$ cat src/rtl/pkt_rr_sched_pkg.sv
// Shared constants for the per-output round-robin packet scheduler:
// default port count, select width and the two-state FSM encoding.
package pkt_rr_sched_pkg;

    localparam int PORT_NUB = 4;
    localparam int SEL_W    = $clog2(PORT_NUB);

    localparam logic [0:0] ST_IDLE = 1'b0;
    localparam logic [0:0] ST_LOCK = 1'b1;

endpackage

$ cat src/rtl/pkt_rr_sched_rr_pick.sv
// Rotating priority encoder: returns the first set request at or after ptr,
// wrapping cyclically, using the double-width shift of {req, req}.
module rr_pick #(
    parameter int N     = 4,
    parameter int SEL_W = $clog2(N)
) (
    input  logic [N-1:0]     req,
    input  logic [SEL_W-1:0] ptr,
    output logic             any,
    output logic [SEL_W-1:0] idx
);

    logic [2*N-1:0] dbl;
    logic [N-1:0]   rot;
    logic [SEL_W-1:0] off;
    logic [SEL_W:0]   sum;

    always_comb begin
        // Shifting the doubled vector right by ptr rotates req so that ptr lands in bit 0.
        dbl = {req, req} >> ptr;
        rot = dbl[N-1:0];
        off = '0;
        for (int k = N - 1; k >= 0; k--) begin
            if (rot[k]) off = SEL_W'(k);
        end
        sum = {1'b0, ptr} + {1'b0, off};
        if (sum >= (SEL_W + 1)'(N)) sum = sum - (SEL_W + 1)'(N);
        idx = sum[SEL_W-1:0];
        any = |req;
    end

endmodule

$ cat src/rtl/pkt_rr_sched.sv
// Per-output packet scheduler: one round-robin arbiter and IDLE/LOCK FSM per
// output, holding the grant until the winner's end-of-packet beat is written.
module pkt_rr_sched #(
    parameter int PORT_NUB = pkt_rr_sched_pkg::PORT_NUB,
    parameter int SEL_W    = $clog2(PORT_NUB)
) (
    input  logic                         clk,
    input  logic                         rst_n,
    input  logic [PORT_NUB*PORT_NUB-1:0] port_vaild,
    input  logic [PORT_NUB-1:0]          eop_in,
    input  logic [PORT_NUB-1:0]          full_in,
    output logic [PORT_NUB-1:0]          wr_en_out,
    output logic [PORT_NUB*SEL_W-1:0]    mux_sel,
    output logic [PORT_NUB*PORT_NUB-1:0] grant_out
);

    import pkt_rr_sched_pkg::*;

    function automatic logic [SEL_W-1:0] wrap_inc(input logic [SEL_W-1:0] v);
        return (v == SEL_W'(PORT_NUB - 1)) ? '0 : v + 1'b1;
    endfunction

    for (genvar i = 0; i < PORT_NUB; i++) begin : g_out
        logic [PORT_NUB-1:0] req_col;
        logic                cand_any;
        logic [SEL_W-1:0]    cand_idx;

        logic [0:0]          state_q,  state_d;
        logic [SEL_W-1:0]    rr_ptr_q, rr_ptr_d;
        logic [SEL_W-1:0]    owner_q,  owner_d;

        logic                wr;
        logic [SEL_W-1:0]    sel;
        logic [PORT_NUB-1:0] gnt_col;

        for (genvar j = 0; j < PORT_NUB; j++) begin : g_col
            assign req_col[j]               = port_vaild[j*PORT_NUB+i];
            assign grant_out[j*PORT_NUB+i]  = gnt_col[j];
        end

        rr_pick #(
            .N     (PORT_NUB),
            .SEL_W (SEL_W)
        ) u_pick (
            .req (req_col),
            .ptr (rr_ptr_q),
            .any (cand_any),
            .idx (cand_idx)
        );

        always_comb begin
            // NOTE: every signal gets a default first so no path leaves one unassigned (no latches).
            state_d  = state_q;
            rr_ptr_d = rr_ptr_q;
            owner_d  = owner_q;
            wr       = 1'b0;
            sel      = owner_q;
            gnt_col  = '0;

            // NOTE: outputs are gated by rst_n so an asserted reset silences the fabric at once,
            // even while requests are still present on the inputs.
            if (rst_n) begin
                if (state_q == ST_IDLE) begin
                    if (cand_any && !full_in[i]) begin
                        wr                = 1'b1;
                        sel               = cand_idx;
                        gnt_col[cand_idx] = 1'b1;
                        owner_d           = cand_idx;
                        if (eop_in[cand_idx]) rr_ptr_d = wrap_inc(cand_idx);
                        else                  state_d  = ST_LOCK;
                    end
                end else begin
                    // Locked: only the owner can move; a dropped request is a bubble, not an abort.
                    if (req_col[owner_q] && !full_in[i]) begin
                        wr               = 1'b1;
                        gnt_col[owner_q] = 1'b1;
                        if (eop_in[owner_q]) begin
                            state_d  = ST_IDLE;
                            rr_ptr_d = wrap_inc(owner_q);
                        end
                    end
                end
            end
        end

        // NOTE: sequential state uses non-blocking assignments so all registers update together.
        always_ff @(posedge clk or negedge rst_n) begin
            if (!rst_n) begin
                state_q  <= ST_IDLE;
                rr_ptr_q <= '0;
                owner_q  <= '0;
            end else begin
                state_q  <= state_d;
                rr_ptr_q <= rr_ptr_d;
                owner_q  <= owner_d;
            end
        end

        assign wr_en_out[i]                = wr;
        assign mux_sel[i*SEL_W +: SEL_W]   = sel;
    end

    for (genvar j = 0; j < PORT_NUB; j++) begin : g_chk
        a_req_onehot : assert property (@(posedge clk) disable iff (!rst_n)
            $onehot0(port_vaild[j*PORT_NUB +: PORT_NUB]));
        a_gnt_onehot : assert property (@(posedge clk) disable iff (!rst_n)
            $onehot0(grant_out[j*PORT_NUB +: PORT_NUB]));
    end

endmodule

$ cat config.mk
export PLATFORM = sky130hd
export DESIGN_NAME = pkt_rr_sched
export DESIGN_NICKNAME = d
export VERILOG_FILES = /design/src/rtl/pkt_rr_sched_pkg.sv /design/src/rtl/pkt_rr_sched_rr_pick.sv /design/src/rtl/pkt_rr_sched.sv
export SDC_FILE = /design/constraint.sdc
export NUM_CORES = 1
export LEC_CHECK = 0
export CORE_ASPECT_RATIO = 0.7
export CORE_MARGIN = 2
export CORE_UTILIZATION = 50
export DETAILED_ROUTE_END_ITERATION = 16
export HOLD_SLACK_MARGIN = 0.02
export PLACE_DENSITY = 0.78
export REMOVE_ABC_BUFFERS = 1
export SLEW_MARGIN = 20
export SYNTH_ARGS = -nofsm -noshare
export SYNTH_HDL_FRONTEND = slang
export SYNTH_HIERARCHICAL = 1
export SYNTH_SLANG_ARGS = --single-unit
$ cat constraint.sdc
create_clock -name clk -period 4.6 [get_ports clk]
set_clock_uncertainty 0.1 [all_clocks]
set_input_delay 0.46 -clock clk [delete_from_list [all_inputs] [get_ports clk]]
set_output_delay 0.46 -clock clk [all_outputs]
set_load 0.02 [all_outputs]
Yosys cells after proc, flatten, opt, wreduce, memory -nomap -nowiden. Index checks and enable logic that the tools add are counted.

$add $sub $neg: 16. Equal/unequal tests: 16. Order comparisons: 20. Shift-type cells: 4. Multiplexer cells: 152. Reduce and logical (&&, ||, !) cells: 36.

Operators with widths (count): 2-to-1 mux 2 bit (60); 2-to-1 mux 4 bit (16); 2-to-1 mux 1 bit (56); right shift 8 x 2 -> 4 bit (4); binary-select mux 1 bit (select 2 bit) (12); < comparator 2 x 3 -> 1 bit, second input constant (8); AND reduction 5 bit (4); adder 2 x 1 -> 2 bit, second input constant (8); demux 1 bit (select 2 bit) (8); == test 2 bit, second input constant (8); greater-or-equal comparator 2 x 1 -> 1 bit, second input constant (8); logical AND 1 bit (16); != test 2 x 1 -> 1 bit, second input constant (8); nonzero test 2 bit (8); OR reduction 4 bit (4); adder 2 x 2 -> 3 bit (4); greater-or-equal comparator 3 bit, second input constant (4); subtractor 2 x 1 -> 2 bit, second input constant (4); zero test 1 bit (4).

Input port bits: 26. Output and inout bits: 28. Flip-flop bits (word level): 20.

Longest topological paths before layout.
Depth after elaboration: 15. Gate-level depth with buffers: 12. Gate-level depth less buffers: 11.

Cells and area by module. The synthesis kept the hierarchy.

Modules (own cells, without submodules): pkt_rr_sched (instances 1, area each 2004.4 um^2, cells an instance 197, sequential area each 500.5 um^2); rr_pick (instances 4, area each 178.9 um^2, cells an instance 27, sequential area each 0.0 um^2).

Worst setup path before layout. Ideal clock, no wire load.

Path type: reg-to-output. Start point: register g_out[0].rr_ptr_q[0]. End point: output port grant_out[12]. Data arrival time: 2.222 ns. Required time: 4.040 ns. Stages on the path, launching flop included: 12. Path slack: 1.818 ns. Buffers on the path: 1. Cells stage by stage: dfrtp_1 -> buf_4 -> nand2_1 -> nor2_1 -> o21ai_0 -> o211ai_1 -> ha_1 -> xor2_1 -> xnor2_1 -> ha_1 -> nand3b_1 -> a21oi_1.

Word-level cells in the longest chain between the ends: 15.

Ends and longest elaborated chain: start: declaration (line pkt_rr_sched.sv:29) `logic [SEL_W-1:0] rr_ptr_q, rr_ptr_d;`; start signal: assignment (line pkt_rr_sched.sv:94) `rr_ptr_q <= rr_ptr_d;`; right shift 8 x 2 -> 4 bit (line pkt_rr_sched_rr_pick.sv:20) `dbl = {req, req} >> ptr;`; 2-to-1 mux 2 bit (4 in series) (line pkt_rr_sched_rr_pick.sv:24) `if (rot[k]) off = SEL_W'(k);`; adder 2 x 2 -> 3 bit * (line pkt_rr_sched_rr_pick.sv:26) `sum = {1'b0, ptr} + {1'b0, off};`; greater-or-equal comparator 3 bit / subtractor 2 x 1 -> 2 bit (equally long branches) (line pkt_rr_sched_rr_pick.sv:27) `if (sum >= (SEL_W + 1)'(N)) sum = sum - (SEL_W + 1)'(N);`; 2-to-1 mux 2 bit * (line pkt_rr_sched_rr_pick.sv:27); net g_out[0].cand_idx[1] (line pkt_rr_sched.sv:26) `logic [SEL_W-1:0] cand_idx;`; < comparator 2 x 3 -> 1 bit (not written as such) / greater-or-equal comparator 2 x 1 -> 1 bit (equally long branches) (line pkt_rr_sched.sv:67) `gnt_col[cand_idx] = 1'b1;`; logical AND 1 bit (not written as such) (line pkt_rr_sched.sv:67); 2-to-1 mux 1 bit (not written as such) (line pkt_rr_sched.sv:67); demux 1 bit (select 2 bit) * (line pkt_rr_sched.sv:67); 2-to-1 mux 4 bit * (line pkt_rr_sched.sv:64) `if (cand_any && !full_in[i]) begin`; 2-to-1 mux 4 bit * (line pkt_rr_sched.sv:63) `if (state_q == ST_IDLE) begin`; 2-to-1 mux 4 bit * (line pkt_rr_sched.sv:62) `if (rst_n) begin`; end: declaration (line pkt_rr_sched.sv:14) `output logic [PORT_NUB*PORT_NUB-1:0] grant_out`.

Mark *: on every way through the listed nets, which the timed path passes. The rest lies on a longest branch.

Worst setup path in the final report.
Start point: input port port_vaild[9]. End point: output port grant_out[1].

Word-level cells in the longest chain between the ends: 15.

Ends and longest elaborated chain: start: declaration (line pkt_rr_sched.sv:9) `input logic [PORT_NUB*PORT_NUB-1:0] port_vaild,`; right shift 8 x 2 -> 4 bit * (line pkt_rr_sched_rr_pick.sv:20); 2-to-1 mux 2 bit (3 in series) (line pkt_rr_sched_rr_pick.sv:24); 2-to-1 mux 2 bit * (line pkt_rr_sched_rr_pick.sv:24); adder 2 x 2 -> 3 bit * (line pkt_rr_sched_rr_pick.sv:26); greater-or-equal comparator 3 bit / subtractor 2 x 1 -> 2 bit (equally long branches) (line pkt_rr_sched_rr_pick.sv:27); 2-to-1 mux 2 bit * (line pkt_rr_sched_rr_pick.sv:27); net g_out[1].cand_idx[1] (line pkt_rr_sched.sv:26); < comparator 2 x 3 -> 1 bit (not written as such) / greater-or-equal comparator 2 x 1 -> 1 bit (equally long branches) (line pkt_rr_sched.sv:67); logical AND 1 bit (not written as such) (line pkt_rr_sched.sv:67); 2-to-1 mux 1 bit (not written as such) (line pkt_rr_sched.sv:67); demux 1 bit (select 2 bit) * (line pkt_rr_sched.sv:67); 2-to-1 mux 4 bit * (line pkt_rr_sched.sv:64); 2-to-1 mux 4 bit * (line pkt_rr_sched.sv:63); 2-to-1 mux 4 bit * (line pkt_rr_sched.sv:62).

Mark *: on every way through the listed nets, which the timed path passes. The rest lies on a longest branch. The select of a mux whose other input is x is not followed.

==> summary.md <==
| Metric | Value |
|---|---|
| Top-count cell post-synth | ha_1 |
| Main synth FF type | dfrtp_1 |
| Drt via density | 6.01 |
| Seq cells post-synth | 20 |
| Port Buf Inserts | 53 |
| Number of library cell types mapped by synthesis | 41 |
| Initial Util | 52.0% |
| Fin. Hold Viols | 0 |
| Final Max Tran Viols | 0 |
| First-pass GRT wire length | 11,300 um |
| Core area | 5230 um^2 |
| EDFF count, synth | 0 |
| Status | complete, no violations |
| Pleak | 1.40 nW |
| Unrepaired setup endpoints after global routing | no |
| Cell Rows | 22 |
| Yosys top cell area share | 18.4% |
| DRC viols | 0 |
| Hold buffer count at CTS | 0 |
| Die W | 92.2 um |
| Netlist Area Pre-Place | 2720 um^2 |
| Post-route insts no fill | 425 |
| Min Clock Period, post-route | 4.00 ns |
| CTS tree | done |
| Max cap viols | 0 |
| Asr flop ratio synth | 100% |
| Total gr overflow | 0 |
| Commonest cells in the netlist | ha_1 (36), nand2_1 (28), inv_1 (22) |
| CP arrival | 3.44 ns |
| FILL cells | 452 |
| TNS Setup | 0 ns |
| RePlAce Congestion | 0.868 |
| Top cells by area, synth | dfrtp_1 (18%), ha_1 (17%), mux4_1 (7.7%) |
| Crit Path Category | primary input to output port |
| Fmax | 250 MHz |
| ANT nets after route | 0 |
| Final Core Density | 64.2% |
| CTS root buffer | clkbuf_8 |
| Post-Route WL | 6790 um |
| HP Class | register to register |
| Pwr Total | 2.02 mW |
| TritonCTS Sinks | 20 |
| CP Capture Type | output port |
| I/O pins | 54 |
| PD cells | 602 nW/um^2 |
| Total track usage | 22.9% |
| Largest net degree at the start of global routing | 20 |
| Share of layout cells above drive strength 1 | 5.95% |
| Die area | 6060 um^2 |
| Worst slew pin tran | 0.821 ns |
| Routed wire per std cell | 16.0 um |
| Die Ht | 65.7 um |
| Vias | 2,553 |
| Placed Cells | 421 |
| Dominant cell type by area after synthesis | dfrtp_1 |
| Max IR drop VDD | 370 uV |
| # nets final | 416 |
| 1st-iter DRT viols | 226 |
| Worst setup SP type | primary input |
| DR pass1 iterations | 4 |
| Worst EP required | 4.04 ns |
| Mean Syn Cell Area | 8.92 um^2 |
| Post-CTS Setup Inserts | 0 |
| DPL Wire Length | 5200 um |
| Clock Latency Late Sink | 0.27 ns |
| PostCTS Resize Cnt | 0 |
| Vias in the first global route | 2,391 |
| Sequential share of the synthesized area | 18.4% |
| Endpoints failing setup | 0 |
| Ys Warns | 6 |
| Share of the clock period used by the worst path | 87.0% |
| H-Tree Depth | 1 |
| Antenna violations before repair | 0 |
| Slew margin rel. | 45.1% |
| Num CTS Buffers | 3 |
| CTS clk-pin slew, worst paths | 0.08 ns |
| CP Max Fanout | 8 |
| Antenna cell count | 0 |
| Post-synthesis cell count | 305 |
| Clock Path Buffers | 2 |
| Area grow syn2layout | 23.5% |
where the power goes:
group          switching (mW)  leakage [nW]  internal, mW  total, mW
combinational           0.735          1.13         0.655       1.39
clock                  0.0666        0.0357         0.116      0.183
sequential              0.189         0.233         0.261      0.450
through the flow:
stage	cell area (um^2)	hold slack, ns	setup slack [ns]
floorplan	2640	0.0644	1.86
global placement	3290	0.459	0.681
detailed placement	3290	0.470	0.632
CTS	3360	0.500	0.621
global route	3360	0.535	0.285
finish	3360	0.497	0.596
kinds of logic (layout without fill, tap and decap cells):
| logic type | count (synthesis) | after routing | share of synthesized area, % |
|---|---|---|---|
| muxes | 24 | 24 | 15.5 |
| DFF | 20 | 20 | 18.4 |
| adders and majority gates | 36 | 36 | 16.6 |
| xor gates and xnor gates | 8 | 8 | 2.58 |
| and+or+nand+nor | 111 | 111 | 22.1 |
| buffers and inverters | 35 | 83 | 6.07 |
| AOI/OAI and AO/OA | 71 | 71 | 18.8 |
cell usage in the layout, fill, tap and decap left out, types with 6 or more instances in the layout:
master	count
nor3b_1	10
nand2b_1	12
nor3_1	8
a21oi_1	14
o21a_1	6
nor2b_1	6
mux2i_1	10
nor2_1	21
a22o_1	11
nand2_1	28
o21ai_0	15
mux4_1	8
dfrtp_1	20
clkdlybuf4s50_1	53
ha_1	36
inv_1	22
worst paths after layout:
path                                      startpoint                    to  slack [ns]  cells past startpoint
worst max-delay path                   port_vaild[9]          grant_out[1]        0.60                     12
min in group asynchronous                      rst_n  g_out[3].rr_ptr_q[1]        0.56                      1
max in group asynchronous                      rst_n      g_out[3].state_q        3.07                      3
worst max register to register  g_out[1].rr_ptr_q[0]  g_out[1].rr_ptr_q[0]        1.70                     11
worst min-delay path                g_out[1].state_q      g_out[1].state_q        0.50                      1
worst min register to register      g_out[1].state_q      g_out[1].state_q        0.50                      1
registers in the layout, indices dropped and copies added (netlist names):
signal	flops
g_out.state_q	4
g_out.rr_ptr_q	8
g_out.owner_q	8
critical path, cell delays in order:
cell,delay [ns]
clkdlybuf4s50_1,0.56
nor2_1,0.19
nor3_1,0.06
a21oi_1,0.17
o211ai_1,0.10
ha_1,0.20
xor2_1,0.15
xnor2_1,0.46
inv_1,0.14
ha_1,0.21
a22o_1,0.21
clkdlybuf4s50_1,0.53
area by class of cell:
type	count	area [um^2]	area share (%)
clock inverter	1	30.0	0.894
tap	72	90.1	2.68
timing repair buffer	57	561	16.7
multi-input combinational	250	2050	61.2
clock buffer	3	41.3	1.23
inverter	22	82.6	2.46
sequential	20	500	14.9
routing by layer:
metal  track usage, %  wire length, um  vias to the layer above
li1                 -                -                     1227
met2             36.9             3010                       85
met3             3.56              422                        2
met4             2.43               12                        0
met5                0                0                        -
met1             33.9             3340                     1239
No activity file was read; power rests on OpenSTA's default activity.
